### src/rtl/bd_ram_access_ctrl_if.sv
// ============================================================================
// bd_ram_access_ctrl_if : requester, config-write and RAM-port bus bundle
// Rev 1.0 - initial release
// ============================================================================
`default_nettype none

interface bd_ram_access_ctrl_if #(
    parameter int NUM_REQ = 4,
    parameter int AW      = 2
);
    logic [NUM_REQ-1:0]    rdReq;
    logic [NUM_REQ*AW-1:0] rdAddr;
    logic [NUM_REQ-1:0]    rdGnt;
    logic [NUM_REQ-1:0]    rdDataValid;
    logic [31:0]           rdData;
    logic                  wrReq;
    logic [AW-1:0]         wrAddr;
    logic [31:0]           wrData;
    logic                  wrAck;
    logic                  ramWrEn;
    logic [AW-1:0]         ramWrAddr;
    logic [31:0]           ramWrData;
    logic                  ramRdEn;
    logic [AW-1:0]         ramRdAddr;
    logic [31:0]           ramRdData;

    modport slave (
        input  rdReq, rdAddr, wrReq, wrAddr, wrData, ramRdData,
        output rdGnt, rdDataValid, rdData, wrAck,
               ramWrEn, ramWrAddr, ramWrData, ramRdEn, ramRdAddr
    );

    modport master (
        output rdReq, rdAddr, wrReq, wrAddr, wrData, ramRdData,
        input  rdGnt, rdDataValid, rdData, wrAck,
               ramWrEn, ramWrAddr, ramWrData, ramRdEn, ramRdAddr
    );
endinterface

`default_nettype wire

### src/rtl/bd_ram_access_ctrl.sv
// ============================================================================
// bd_ram_access_ctrl : BD RAM init sweep, round-robin read arbiter, write pass
// Optional ECC error log: define BD_ECC_ERR_LOG_EN.   Rev 1.0 - initial release
// ============================================================================
`default_nettype none

module bd_ram_access_ctrl #(
    parameter int NUM_INT_BDS_WIDTH = 2,
    parameter int NUM_REQ           = 4,
    parameter int RD_LATENCY        = 2
) (
    input  wire logic clock_i,
    input  wire logic resetn_i,
`ifdef BD_ECC_ERR_LOG_EN
    input  wire logic                         ramSbErr_i,
    input  wire logic                         ramDbErr_i,
    input  wire logic                         errClr_i,
    output logic                              errValid_o,
    output logic                              errSb_o,
    output logic                              errDb_o,
    output logic [$clog2(NUM_REQ)-1:0]        errReqId_o,
    output logic [NUM_INT_BDS_WIDTH-1:0]      errAddr_o,
`endif
    input  wire logic clearReq_i,
    output logic      initDone_o,
    bd_ram_access_ctrl_if.slave bus
);

    localparam int AW  = NUM_INT_BDS_WIDTH;
    localparam int IDW = $clog2(NUM_REQ);
`ifdef BD_ECC_ERR_LOG_EN
    localparam int TAG_DEPTH = RD_LATENCY + 1;
`else
    localparam int TAG_DEPTH = RD_LATENCY;
`endif
    localparam logic [AW-1:0] C_INIT_LAST = '1;

    localparam logic [0:0] ST_INIT = 1'b0;
    localparam logic [0:0] ST_RUN  = 1'b1;

    logic [0:0]         state_q, state_d;
    logic [AW-1:0]      initCnt_q, initCnt_d;
    logic [IDW-1:0]     rrPtr_q, rrPtr_d;
    logic               initDone_q;

    logic [TAG_DEPTH-1:0] tagVld_q;
    logic [IDW-1:0]       tagId_q [TAG_DEPTH];
    logic [NUM_REQ-1:0]   rdDataValid_q;
    logic [31:0]          rdData_q;

    logic               w_run;
    logic               w_init;
    logic               w_wrAck;
    logic               w_found;
    logic [IDW-1:0]     w_candId;
    logic [AW-1:0]      w_candAddr;
    logic               w_gnt;

    assign w_run   = resetn_i & (state_q == ST_RUN);
    assign w_init  = resetn_i & (state_q == ST_INIT);
    assign w_wrAck = w_run & bus.wrReq;

    // Round-robin search starting at the pointer, wrapping modulo NUM_REQ
    always_comb begin
        int             sum;
        logic [IDW-1:0] idx;
        w_found  = 1'b0;
        w_candId = '0;
        sum      = 0;
        idx      = '0;
        for (int k = 0; k < NUM_REQ; k++) begin
            sum = int'(rrPtr_q) + k;
            if (sum >= NUM_REQ) begin
                sum = sum - NUM_REQ;
            end
            idx = IDW'(sum);
            if (!w_found && bus.rdReq[idx]) begin
                w_found  = 1'b1;
                w_candId = idx;
            end
        end
    end

    assign w_candAddr = bus.rdAddr[int'(w_candId)*AW +: AW];
    // A read to the address being written this cycle waits one cycle so it sees the new data
    assign w_gnt      = w_run & w_found & ~(w_wrAck & (w_candAddr == bus.wrAddr));

    always_comb begin
        rrPtr_d = rrPtr_q;
        if (w_gnt) begin
            rrPtr_d = (w_candId == IDW'(NUM_REQ - 1)) ? '0 : w_candId + 1'b1;
        end
    end

    // FSM: state register
    always_ff @(posedge clock_i or negedge resetn_i) begin
        if (!resetn_i) begin
            state_q    <= ST_INIT;
            initCnt_q  <= '0;
            initDone_q <= 1'b0;
            rrPtr_q    <= '0;
        end else begin
            state_q    <= state_d;
            initCnt_q  <= initCnt_d;
            initDone_q <= (state_d == ST_RUN);
            rrPtr_q    <= rrPtr_d;
        end
    end

    // FSM: next state
    always_comb begin
        state_d   = state_q;
        initCnt_d = initCnt_q;
        case (state_q)
            ST_INIT: begin
                if (clearReq_i) begin
                    initCnt_d = '0;
                end else if (initCnt_q == C_INIT_LAST) begin
                    state_d   = ST_RUN;
                    initCnt_d = '0;
                end else begin
                    initCnt_d = initCnt_q + 1'b1;
                end
            end
            ST_RUN: begin
                if (clearReq_i) begin
                    state_d   = ST_INIT;
                    initCnt_d = '0;
                end
            end
            default: begin
                state_d   = ST_INIT;
                initCnt_d = '0;
            end
        endcase
    end

    // FSM: outputs
    always_comb begin
        bus.wrAck     = w_wrAck;
        bus.ramWrEn   = w_init | w_wrAck;
        bus.ramWrAddr = '0;
        bus.ramWrData = '0;
        if (w_init) begin
            bus.ramWrAddr = initCnt_q;
        end else if (w_wrAck) begin
            bus.ramWrAddr = bus.wrAddr;
            bus.ramWrData = bus.wrData;
        end
        bus.rdGnt     = '0;
        bus.ramRdEn   = w_gnt;
        bus.ramRdAddr = w_gnt ? w_candAddr : '0;
        if (w_gnt) begin
            bus.rdGnt[w_candId] = 1'b1;
        end
    end

    always_ff @(posedge clock_i or negedge resetn_i) begin
        if (!resetn_i) begin
            tagVld_q      <= '0;
            for (int s = 0; s < TAG_DEPTH; s++) begin
                tagId_q[s] <= '0;
            end
            rdDataValid_q <= '0;
            rdData_q      <= '0;
        end else begin
            tagVld_q[0] <= w_gnt;
            tagId_q[0]  <= w_candId;
            for (int s = 1; s < TAG_DEPTH; s++) begin
                tagVld_q[s] <= tagVld_q[s-1];
                tagId_q[s]  <= tagId_q[s-1];
            end
            rdDataValid_q <= '0;
            if (tagVld_q[RD_LATENCY-1]) begin
                rdDataValid_q[tagId_q[RD_LATENCY-1]] <= 1'b1;
                rdData_q                             <= bus.ramRdData;
            end
        end
    end

    assign bus.rdDataValid = rdDataValid_q;
    assign bus.rdData      = rdData_q;
    assign initDone_o      = initDone_q;

`ifdef BD_ECC_ERR_LOG_EN
    logic [AW-1:0]  tagAddr_q [TAG_DEPTH];
    logic           errValid_q, errSb_q, errDb_q;
    logic [IDW-1:0] errReqId_q;
    logic [AW-1:0]  errAddr_q;

    always_ff @(posedge clock_i or negedge resetn_i) begin
        if (!resetn_i) begin
            for (int s = 0; s < TAG_DEPTH; s++) begin
                tagAddr_q[s] <= '0;
            end
        end else begin
            tagAddr_q[0] <= w_candAddr;
            for (int s = 1; s < TAG_DEPTH; s++) begin
                tagAddr_q[s] <= tagAddr_q[s-1];
            end
        end
    end

    // Clear first so an error landing with errClr is still captured
    always_ff @(posedge clock_i or negedge resetn_i) begin
        if (!resetn_i) begin
            errValid_q <= 1'b0;
            errSb_q    <= 1'b0;
            errDb_q    <= 1'b0;
            errReqId_q <= '0;
            errAddr_q  <= '0;
        end else begin
            if (errClr_i) begin
                errValid_q <= 1'b0;
                errSb_q    <= 1'b0;
                errDb_q    <= 1'b0;
                errReqId_q <= '0;
                errAddr_q  <= '0;
            end
            if ((state_q == ST_RUN) && tagVld_q[RD_LATENCY] && (ramSbErr_i | ramDbErr_i)
                && (!errValid_q || errClr_i)) begin
                errValid_q <= 1'b1;
                errSb_q    <= ramSbErr_i;
                errDb_q    <= ramDbErr_i;
                errReqId_q <= tagId_q[RD_LATENCY];
                errAddr_q  <= tagAddr_q[RD_LATENCY];
            end
        end
    end

    assign errValid_o = errValid_q;
    assign errSb_o    = errSb_q;
    assign errDb_o    = errDb_q;
    assign errReqId_o = errReqId_q;
    assign errAddr_o  = errAddr_q;
`endif

endmodule

`default_nettype wire

### src/flat_wrapper.sv
// flat-port wrapper written by rule: the top's interface ports become plain ports
module bd_ram_access_ctrl_flat 
#(
    parameter int NUM_INT_BDS_WIDTH = 2,
    parameter int NUM_REQ           = 4,
    parameter int RD_LATENCY        = 2
)
  (clock_i, resetn_i, clearReq_i, initDone_o, bus_rdReq, bus_rdAddr, bus_wrReq, bus_wrAddr, bus_wrData, bus_ramRdData, bus_rdGnt, bus_rdDataValid, bus_rdData, bus_wrAck, bus_ramWrEn, bus_ramWrAddr, bus_ramWrData, bus_ramRdEn, bus_ramRdAddr);
  bd_ram_access_ctrl_if #(.NUM_REQ(NUM_REQ)) bus_i ();
  input  wire logic clock_i;
  input  wire logic resetn_i;
  input  wire logic clearReq_i;
  output logic initDone_o;
  input wire logic [$bits(bus_i.rdReq)-1:0] bus_rdReq;
  input wire logic [$bits(bus_i.rdAddr)-1:0] bus_rdAddr;
  input wire logic [$bits(bus_i.wrReq)-1:0] bus_wrReq;
  input wire logic [$bits(bus_i.wrAddr)-1:0] bus_wrAddr;
  input wire logic [$bits(bus_i.wrData)-1:0] bus_wrData;
  input wire logic [$bits(bus_i.ramRdData)-1:0] bus_ramRdData;
  output wire logic [$bits(bus_i.rdGnt)-1:0] bus_rdGnt;
  output wire logic [$bits(bus_i.rdDataValid)-1:0] bus_rdDataValid;
  output wire logic [$bits(bus_i.rdData)-1:0] bus_rdData;
  output wire logic [$bits(bus_i.wrAck)-1:0] bus_wrAck;
  output wire logic [$bits(bus_i.ramWrEn)-1:0] bus_ramWrEn;
  output wire logic [$bits(bus_i.ramWrAddr)-1:0] bus_ramWrAddr;
  output wire logic [$bits(bus_i.ramWrData)-1:0] bus_ramWrData;
  output wire logic [$bits(bus_i.ramRdEn)-1:0] bus_ramRdEn;
  output wire logic [$bits(bus_i.ramRdAddr)-1:0] bus_ramRdAddr;
  assign bus_i.rdReq = bus_rdReq;
  assign bus_i.rdAddr = bus_rdAddr;
  assign bus_i.wrReq = bus_wrReq;
  assign bus_i.wrAddr = bus_wrAddr;
  assign bus_i.wrData = bus_wrData;
  assign bus_i.ramRdData = bus_ramRdData;
  assign bus_rdGnt = bus_i.rdGnt;
  assign bus_rdDataValid = bus_i.rdDataValid;
  assign bus_rdData = bus_i.rdData;
  assign bus_wrAck = bus_i.wrAck;
  assign bus_ramWrEn = bus_i.ramWrEn;
  assign bus_ramWrAddr = bus_i.ramWrAddr;
  assign bus_ramWrData = bus_i.ramWrData;
  assign bus_ramRdEn = bus_i.ramRdEn;
  assign bus_ramRdAddr = bus_i.ramRdAddr;
  bd_ram_access_ctrl #(.NUM_INT_BDS_WIDTH(NUM_INT_BDS_WIDTH), .NUM_REQ(NUM_REQ), .RD_LATENCY(RD_LATENCY)) u_core (.clock_i(clock_i), .resetn_i(resetn_i), .clearReq_i(clearReq_i), .initDone_o(initDone_o), .bus(bus_i));
endmodule
### config.mk
export PLATFORM = sky130hd
export DESIGN_NAME = bd_ram_access_ctrl_flat
export DESIGN_NICKNAME = d
export VERILOG_FILES = /design/src/rtl/bd_ram_access_ctrl_if.sv /design/src/rtl/bd_ram_access_ctrl.sv /design/src/flat_wrapper.sv
export SDC_FILE = /design/constraint.sdc
export NUM_CORES = 1
export LEC_CHECK = 0
export CORE_MARGIN = 4
export CORE_UTILIZATION = 37
export CTS_CLUSTER_SIZE = 25
export DETAILED_ROUTE_END_ITERATION = 10
export HOLD_SLACK_MARGIN = 0.06
export PLACE_DENSITY = 0.85
export REMOVE_ABC_BUFFERS = 1
export SYNTH_ARGS = -nofsm -noshare
export SYNTH_HDL_FRONTEND = slang
export SYNTH_SLANG_ARGS = --single-unit
### constraint.sdc
create_clock -name clock_i -period 6.9 [get_ports clock_i]
set_input_delay 1.035 -clock clock_i [delete_from_list [all_inputs] [get_ports clock_i]]
set_output_delay 1.035 -clock clock_i [all_outputs]
set_load 0.005 [all_outputs]
==> flow_metrics.py, run 1 <==
metrics = {
    "status": {
        "status": "completed",
    },
    "detailed_routing": {
        "vias": 1937,
        "drt_iter0_drc": 37,
        "ant_nets": 0,
        "drt_first_pass_iters": 4,
        "drc_errors": 0,
        "wirelength_microns": 6340,
        "wire_per_inst_microns": 15.0,
        "vias_per_cell": 4.58,
    },
    "timing": {
        "period_minus_slack_ns": 4.78,
        "grt_setup_unrepaired": "false",
        "layout_setup_ws_ns": 2.12,
        "timing.hold.ws_ns": 0.368,
        "final-setup-viol-count": 0,
        "finalSetupTns_ns": 0,
        "worstMarginPinSlew_ns": 0.847,
        "finalHoldViolCount": 0,
        "maxSlewHeadroom_pct": 43.5,
        "finalCritPeriodShare_pct": 69.2,
        "finalClockSkew_ns": 0.00704,
        "final-max-slew-violation-count": 0,
        "timing.fmax_mhz": 209,
    },
    "global_route": {
        "grt_pass1_wl_microns": 9980,
        "grt_pass1_vias": 2005,
        "grt_max_degree": 52,
        "grt_usage_pct": 16.9,
        "antenna_found_initial": 0,
        "gr-total-overflow": 0,
    },
    "clock_tree": {
        "clockBufferDepth": 2,
        "numClockSinks": 47,
        "postCtsSetupRepairBufs": 0,
        "cts_resized": 0,
        "cts_buffers": 5,
        "clk_pin_slew_worst_paths_ns": 0.09,
        "cts_hold_buf": 0,
        "clkLatencyLatePin_ns": 0.29,
        "cts_tree": "built",
        "cts-htree-levels": 2,
        "clockRootBuffer": "clkbuf_8",
    },
    "logic_synthesis": {
        "seq_area_frac_synth_pct": 52.0,
        "synth_async_sr_flop_share_pct": 100,
        "ys_warn_count": 0,
        "synth_cells": 187,
        "synth_top_family_by_area": "multiplexers",
        "synth_top_cell_area_share_pct": 52.0,
        "synthSimpleGateAreaFrac_pct": 15.9,
        "synth_commonest_cells": "47 x dfrtp_1, 36 x and2_1, 33 x mux2_2",
        "synth.area.mux_share_pct": 20.4,
        "avgSynthCellArea_sq_um": 12.1,
        "yosys_register_bits": 47,
        "synth.area.top_cells": "dfrtp_1 52%, mux2_2 16%, and2_1 10%",
        "synth-xor-area-share_pct": 1.55,
        "synth_top_area_cell": "dfrtp_1",
        "synth_cell_type_count": 28,
        "yosysMostFrequentCell": "dfrtp_1",
        "synth_compound_area_share_pct": 4.54,
        "synth_edf_count": 0,
        "synth-adder-area-share_pct": 2.77,
        "synth_ff_type": "dfrtp_1",
        "syn-cell-area_sq_um": 2260,
    },
    "placed_design": {
        "gp_congestion": 0.784,
        "io_buffers": 161,
        "place_ws_ns": 2.13,
        "hpwl_microns": 5150,
        "dp.cells": 415,
    },
    "setup_path": {
        "path_class": "in -> out",
        "required_ns": 5.86,
        "startpoint_type": "input pin",
        "critical_path_peak_fanout": 10,
        "worstPathArrival_ns": 3.74,
        "cp-end-kind": "primary output",
    },
    "power": {
        "leakage_nw": 1.70,
        "power_mw": 1.11,
        "powerDensity_nw_per_um2": 274,
        "ir_drop_uv": 165,
    },
    "floorplan": {
        "die_area_sq_um": 7430,
        "initial_utilization_pct": 38.2,
        "rows": 28,
        "fp.dieH_microns": 86.2,
        "core_area_sq_um": 5920,
        "io_pins": 162,
        "die_w_microns": 86.2,
    },
    "finish": {
        "syn_to_final_growth_pct": 79.2,
        "nFillCells": 454,
        "layout-drive-gt1-share_pct": 14.1,
        "fin_cells": 423,
        "antenna_cells": 0,
        "layout.nets": 434,
    },
    "flow_run": {
        "cap_violations": 0,
    },
    "hold_path": {
        "hold_path.class": "reg -> reg",
    },
}
[cell usage in the layout (no fill, tap or decap), types with 2 or more instances in the layout]
cell type,synthesis,routed
xor2_1,2,2
nand2b_1,3,3
inv_1,5,5
mux2i_1,6,6
a21oi_1,4,4
ha_1,5,5
clkdlybuf4s50_1,0,160
and3_1,3,3
nand2_1,7,7
a21boi_0,3,3
nor2_1,7,7
and2_1,36,36
buf_4,0,2
dfrtp_1,47,47
clkbuf_8,0,6
mux2_2,33,33
nand3_1,3,3
xnor2_1,2,2
[power by group]
part	leakage (nW)	total, mW	switching, mW	internal (mW)
clock	0.0618	0.207	0.0879	0.119
sequential	0.581	0.449	0.0624	0.386
combinational	1.05	0.453	0.137	0.316
[logic make-up (layout without fill, tap and decap cells)]
| kind of cell | Yosys count | count (layout) |
|---|---|---|
| simple gates | 63 | 63 |
| mux | 41 | 41 |
| fa+ha+maj | 5 | 5 |
| xor+xnor | 4 | 4 |
| flops | 47 | 47 |
| buf+inv | 15 | 176 |
| compound gates | 12 | 12 |
[flip-flops by register name (all words and copies together) (netlist names)]
register	flops
u_core.tagVld_q	2
u_core.bus.rdData	32
u_core.initCnt_q	2
u_core.rrPtr_q	2
u_core.tagId_q	4
u_core.state_q	1
u_core.bus.rdDataValid	4
[worst paths after layout]
check	slack (ns)	depth (start not counted)	endpoint	from
min in group asynchronous	0.85	2	u_core.rrPtr_q[0]$_DFFE_PN0P_	resetn_i
worst min-delay path	0.37	0	u_core.tagVld_q[1]$_DFF_PN0_	u_core.tagVld_q[0]$_DFF_PN0_
worst min register to register	0.37	0	u_core.tagVld_q[1]$_DFF_PN0_	u_core.tagVld_q[0]$_DFF_PN0_
worst max-delay path	2.12	9	bus_ramRdAddr[0]	bus_rdReq[0]
worst max register to register	4.40	7	u_core.rrPtr_q[1]$_DFFE_PN0P_	u_core.rrPtr_q[1]$_DFFE_PN0P_
max in group asynchronous	5.65	2	u_core.bus.rdData[12]$_DFFE_PN0P_	resetn_i
[per-layer routing]
metal	up-vias	GRT usage, %	part of all wire (%)
li1	942	-	-
met1	871	21.2	40
met2	122	28.0	46
met3	2	6.27	13
met4	0	3.82	0.57
met5	-	0	0
[area by class of cell]
cell class	instances	area (sq um)	area share [%]
repair buffers	163	1620	40.0
flip-flops and latches	47	1180	29.0
multi-input cells	125	1020	25.2
well taps	75	93.8	2.32
clock buffers	6	82.6	2.04
clock inverters	2	38.8	0.957
inverters	5	18.8	0.463
[through the flow]
| step | utilization, % | area [sq um] |
|---|---|---|
| after CTS | 68.4 | 4050 |
| after floorplan | - | 2220 |
| after detailed placement | 66.4 | 3930 |
| final | 68.4 | 4050 |
| after global routing | 68.4 | 4050 |
| after global placement | 66.4 | 3930 |
[critical path, cell delays in order]
cell and delay [ns]:
clkdlybuf4s50_1 0.47, mux2i_1 0.15, o22ai_1 0.11, nor2_1 0.40, mux2_2 0.42, xor2_1 0.17, a21oi_4 0.28, and3_1 0.20
clkdlybuf4s50_1 0.51
No activity file was read; power rests on OpenSTA's default activity.
==> inputs of run 2 (changes only) <==
--- a/config.mk
+++ b/config.mk
@@ -6,11 +6,11 @@
 export NUM_CORES = 1
 export LEC_CHECK = 0
 export CORE_MARGIN = 4
-export CORE_UTILIZATION = 37
+export CORE_UTILIZATION = 35
 export CTS_CLUSTER_SIZE = 25
 export DETAILED_ROUTE_END_ITERATION = 10
 export HOLD_SLACK_MARGIN = 0.06
-export PLACE_DENSITY = 0.85
+export PLACE_DENSITY = 0.81
 export REMOVE_ABC_BUFFERS = 1
 export SYNTH_ARGS = -nofsm -noshare
 export SYNTH_HDL_FRONTEND = slang
==> constraint.sdc (replaced) <==
create_clock -name clock_i -period 4.8 [get_ports clock_i]
set_input_delay 0.72 -clock clock_i [delete_from_list [all_inputs] [get_ports clock_i]]
set_output_delay 0.72 -clock clock_i [all_outputs]
set_load 0.005 [all_outputs]
==> run 2 against run 1 <==
Against the previous run:
- die area increased by 5.2%
- power is 37% higher
- first-iteration DRC count increased by 2.7%
- cell count grew 0.71%
- clock power rose by 8%
- non-clock buffer count is 1 higher
- cell area shrank 0.65%
- wire length grew 8.4%
- critical path type unchanged
- via count rose by 1.5%
==> flow_metrics.py, run 2 (synthesis results as in run 1) <==
metrics = {
    "status": {
        "status": "completed",
    },
    "setup_path": {
        "r2r_slack_ns": 2.29,
        "cp-end-kind": "primary output",
        "path_class": "in -> out",
        "critical_path_peak_fanout": 10,
        "worstPathArrival_ns": 3.46,
        "rr_startpoint": "u_core.rrPtr_q[1]$_DFFE_PN0P_",
        "required_ns": 4.08,
        "cp-endpoint": "bus_ramRdAddr[0]",
        "rr_worst_depth": 7,
        "startpoint_type": "input pin",
        "startpoint": "bus_rdReq[2]",
        "r2r_end": "u_core.rrPtr_q[1]$_DFFE_PN0P_",
    },
    "finish": {
        "largest_reg_flops": 32,
        "nFillCells": 521,
        "mostFrequentLayoutCell": "clkdlybuf4s50_1",
        "antenna_cells": 0,
        "most-common-layout-cells": "160 x clkdlybuf4s50_1, 47 x dfrtp_1, 36 x and2_1, 33 x mux2_2",
        "fin_cells": 426,
        "layout-drive-gt1-share_pct": 14.0,
        "layout.nets": 435,
        "syn_to_final_growth_pct": 78.1,
    },
    "clock_tree": {
        "postCtsSetupRepairBufs": 0,
        "clockBufferDepth": 2,
        "clockRootBuffer": "clkbuf_8",
        "clkLatencyLatePin_ns": 0.29,
        "cts_tree": "built",
        "clk_pin_slew_worst_paths_ns": 0.08,
        "cts_resized": 0,
        "numClockSinks": 47,
        "cts_hold_buf": 0,
        "cts_buffers": 5,
        "cts-htree-levels": 2,
    },
    "detailed_routing": {
        "drt_first_pass_iters": 4,
        "wirelength_microns": 6870,
        "vias_per_cell": 4.62,
        "ant_nets": 0,
        "drc_errors": 0,
        "drt_iter0_drc": 38,
        "wire_per_inst_microns": 16.1,
        "vias": 1966,
    },
    "power": {
        "leakage_nw": 1.68,
        "p_int_mw": 1.11,
        "power_switching_mw": 0.411,
        "ir_drop_uv": 257,
        "p_seq_share_pct": 42.2,
        "p_clk_share_pct": 14.7,
        "combPwrFrac_pct": 43.1,
        "powerDensity_nw_per_um2": 379,
        "swShare_pct": 27.0,
    },
    "floorplan": {
        "initial_utilization_pct": 35.8,
        "die_area_sq_um": 7810,
        "core_area_sq_um": 6310,
        "die_w_microns": 88.4,
        "io_pins": 162,
        "rows": 29,
        "fp.dieH_microns": 88.4,
    },
    "timing": {
        "final-setup-viol-count": 0,
        "final-max-slew-violation-count": 0,
        "timing.fmax_mhz": 239,
        "layout_setup_ws_ns": 0.620,
        "grt_setup_unrepaired": "false",
        "finalSetupTns_ns": 0,
        "finalHoldViolCount": 0,
        "finalCritPeriodShare_pct": 87.1,
        "maxSlewHeadroom_pct": 59.4,
        "finalClockSkew_ns": 0.00279,
        "period_minus_slack_ns": 4.18,
        "worstMarginPinSlew_ns": 0.609,
    },
    "flow_run": {
        "cap_violations": 0,
    },
    "global_route": {
        "grt_max_degree": 52,
        "gr-total-overflow": 0,
        "grt_pass1_vias": 2041,
        "grt_usage_pct": 17.2,
        "grt_pass1_wl_microns": 10000,
        "antenna_found_initial": 0,
    },
    "placed_design": {
        "place_ws_ns": 0.636,
        "hpwl_microns": 5600,
        "gp_congestion": 0.899,
        "dp.cells": 418,
        "io_buffers": 161,
    },
    "hold_path": {
        "hold_path.class": "reg -> reg",
        "hold_path_startpoint": "u_core.tagVld_q[0]$_DFF_PN0_",
    },
}
==> run 2: cell count changes in the layout (fill, tap and decap cells not counted), sizes merged <==
cell,delta
clkinvlp,+1
buf,+1
clkinv,+1
bufinv,-1
inv,-1
==> run 2: power by group through the flow <==
stage	combinational, mW	clock, mW	sequential, mW
4_1_cts	0.670	0.236	0.647
2_1_floorplan	0.229	0	0.660
3_5_place_dp	0.667	0	0.654
6_report	0.657	0.224	0.643
3_3_place_gp	0.651	0	0.646
5_1_grt	0.718	0.252	0.668
==> run 2: cell type report <==
type	instances	area, sq um	share of cell area, %
clock buffers	6	72.6	1.80
clock inverters	2	12.5	0.311
inverters	5	18.8	0.466
multi-input cells	125	1020	25.4
flip-flops and latches	47	1180	29.2
well taps	77	96.3	2.39
repair buffers	164	1630	40.5
==> run 2: critical path: stages <==
cell             delay (ns)
clkdlybuf4s50_1        0.46
mux2i_1                0.16
o22ai_1                0.10
nor2_1                 0.40
mux2_2                 0.42
xor2_1                 0.17
a21oi_4                0.30
and3_1                 0.22
clkdlybuf4s50_1        0.51
==> run 2: per-stage QoR <==
step / cell area (sq um) / power (mW) / hold WS, ns / utilization, %
after global placement: 3940 / 1.30 / 0.333 / 62.4
after detailed placement: 3940 / 1.32 / 0.337 / 62.4
final: 4030 / 1.52 / 0.354 / 63.8
after CTS: 4030 / 1.55 / 0.357 / 63.8
after floorplan: 2220 / 0.889 / 0.331 / -
after global routing: 4030 / 1.64 / 0.372 / 63.8
==> run 2: worst min path at each step <==
| stage | to | cells past startpoint |
|---|---|---|
| 5_1_grt | u_core.tagId_q[1]$_DFF_PN0_ | 0 |
| 3_3_place_gp | u_core.tagId_q[1]$_DFF_PN0_ | 0 |
| 2_1_floorplan | u_core.tagId_q[0]$_DFF_PN0_ | 0 |
| 6_report | u_core.tagVld_q[1]$_DFF_PN0_ | 0 |
| 4_1_cts | u_core.tagVld_q[1]$_DFF_PN0_ | 0 |
| 3_5_place_dp | u_core.tagVld_q[1]$_DFF_PN0_ | 0 |
==> run 2: metal layers <==
layer | vias up | wire length [microns] | global-route usage (%)
met5 | - | 0 | 0
met4 | 0 | 172 | 7.01
met3 | 12 | 1130 | 10.1
met2 | 124 | 3200 | 28.6
met1 | 887 | 2370 | 17.8
li1 | 943 | - | -
==> variant: new RTL, settings of run 2 <==
`NUM_REQ` is set to 4 in 3 places; all go to 2.
--- a/src/rtl/bd_ram_access_ctrl_if.sv
+++ b/src/rtl/bd_ram_access_ctrl_if.sv
@@ -5,7 +5,7 @@
 `default_nettype none
 
 interface bd_ram_access_ctrl_if #(
-    parameter int NUM_REQ = 4,
+    parameter int NUM_REQ = 2,
     parameter int AW      = 2
 );
     logic [NUM_REQ-1:0]    rdReq;
--- a/src/rtl/bd_ram_access_ctrl.sv
+++ b/src/rtl/bd_ram_access_ctrl.sv
@@ -6,7 +6,7 @@
 
 module bd_ram_access_ctrl #(
     parameter int NUM_INT_BDS_WIDTH = 2,
-    parameter int NUM_REQ           = 4,
+    parameter int NUM_REQ           = 2,
     parameter int RD_LATENCY        = 2
 ) (
     input  wire logic clock_i,
--- a/src/flat_wrapper.sv
+++ b/src/flat_wrapper.sv
@@ -2,7 +2,7 @@
 module bd_ram_access_ctrl_flat 
 #(
     parameter int NUM_INT_BDS_WIDTH = 2,
-    parameter int NUM_REQ           = 4,
+    parameter int NUM_REQ           = 2,
     parameter int RD_LATENCY        = 2
 )
   (clock_i, resetn_i, clearReq_i, initDone_o, bus_rdReq, bus_rdAddr, bus_wrReq, bus_wrAddr, bus_wrData, bus_ramRdData, bus_rdGnt, bus_rdDataValid, bus_rdData, bus_wrAck, bus_ramWrEn, bus_ramWrAddr, bus_ramWrData, bus_ramRdEn, bus_ramRdAddr);
Ports: changed (resized bus_rdAddr, bus_rdDataValid, bus_rdGnt and bus_rdReq); port bits go from 162 to 152. No check against the original RTL was run, so the function may have changed too.
==> variant against run 2 <==
Clock power grew 19%. Die area shrank 15%. Final area shrank 11%. First-iteration DRC count shrank 21%. Setup slack gained 0.60 ns. Sequential cell count shrank 5. Total power shrank 8.4%. Critical path depth shrank 1. Synthesized area shrank 16%. Routed wire length shrank 18%.
==> variant: results (changes against run 2) <==
Outcome
  • Status: finished clean

Global routing
  • Met3 Use GR: 11.7% (+1.6 points)
  • First-pass GRT wire length: 8480 µm (-16%)
  • M2 GR Usage: 26.2% (-2.3 points)
  • Vias in the first global route: 1701 (-17%)
  • Total GRT Usage: 16.8% (-0.36 points)
  • Met1 Resource Use GR: 18.2% (+0.47 points)
  • Pin count of the biggest net entering global routing: 47 (-9.6%)

Logic synthesis
  • Adder-cell share of the synthesized area: 0.660% (-2.1 points)
  • Post-synth cell types: 20 (-29%)
  • Top cells by count, synth: 42 x dfrtp_1, 33 x and2_1, 32 x mux2_2, 8 x clkbuf_1, 7 x nor2_1
  • Register area share after synthesis: 55.4% (+3.4 points)
  • Xor and xnor fraction of the mapped netlist area: 1.39% (-0.16 points)
  • Top cells by area, synth: dfrtp_1 55%, mux2_2 19%, and2_1 11%
  • Mux contribution to synthesized area: 21.4% (+1.0 points)
  • Complex-gate fraction of the synthesized area: 3.70% (-0.84 points)

Placement
  • Placed insts: 364 (-13%)
  • Pre-CTS WS: 1.22 ns (+0.580 ns)
  • Dpl cell area: 0.00347 mm² (-12%)
  • Post-DP HPWL: 4530 µm (-19%)
  • Final Wtd Congestion: 0.797 (-11%)

Timing
  • Slew headroom: 54.6% (-4.8 points)
  • Final period util: 74.6% (-12 points)
  • Setup Skew: 0.00355 ns (+0.000759 ns)
  • Min Hold Slack: 0.355 ns (+0.00101 ns)

Drt
  • Met3 wire len: 1080 µm (-4.0%)
  • Initial DRC count: 30 (-21%)
  • Wl on met1: 2010 µm (-15%)
  • Metal2 WL: 2450 µm (-23%)
  • WL/cell: 15.2 µm (-6.0%)
  • Vias/cell: 4.51 (-2.3%)

Setup path
  • CP startpoint: bus_rdReq[0]
  • Critical register-to-register path endpoint: u_core.rrPtr_q$_DFFE_PN0P_
  • Crit path capture: bus_ramRdEn
  • Worst reg2reg path depth: 5 (-2)
  • Critical Path AT: 2.86 ns (-0.60 ns)
  • Worst-case register-to-register setup slack: 2.95 ns (+0.66 ns)
  • Crit Path Max Fanout: 5 (-5)

Clock tree
  • TritonCTS buffer count: 5 (unchanged)
  • PostCTS Resize Cnt: 0 (unchanged)

Hold path
  • Hold_sp: u_core.tagId_q[1]$_DFF_PN0_

Layout
  • Share of layout cells above drive strength 1: 15.2% (+1.2 points)
  • Fin nets: 378 (-13%)
  • Largest register FFs: 32 (unchanged)

Power
  • Static leakage: 1.51 nW (-10%)
variant: cell count changes in the layout (fill, tap and decap cells not counted), sizes merged, moves of 2 or more:
| cell | before | now |
|---|---|---|
| clkdlybuf4s50 | 160 | 150 |
| nand2 | 7 | 0 |
| o22ai | 2 | 0 |
| and3 | 3 | 0 |
| a21oi | 5 | 0 |
| and2 | 36 | 33 |
| dfrtp | 47 | 42 |
| mux2i | 7 | 3 |
| ha | 5 | 1 |
variant: report_power, final:
part | internal, mW | leakage, nW | total [mW] | switching (mW)
Clock | 0.155 | 0.0514 | 0.267 | 0.112
Combinational | 0.406 | 0.934 | 0.556 | 0.150
Sequential | 0.499 | 0.525 | 0.574 | 0.0751
Total | 1.06 | 1.51 | 1.40 | 0.337
variant: layout make-up:
class	instances	area (µm²)
Tap cell	70	87.6
Clock inverter	2	37.5
Sequential cell	42	1050
Inverter	5	18.8
Timing Repair Buffer	153	1520
Multi-Input combinational cell	94	796
Clock buffer	6	72.6
Fill cell	365	1590
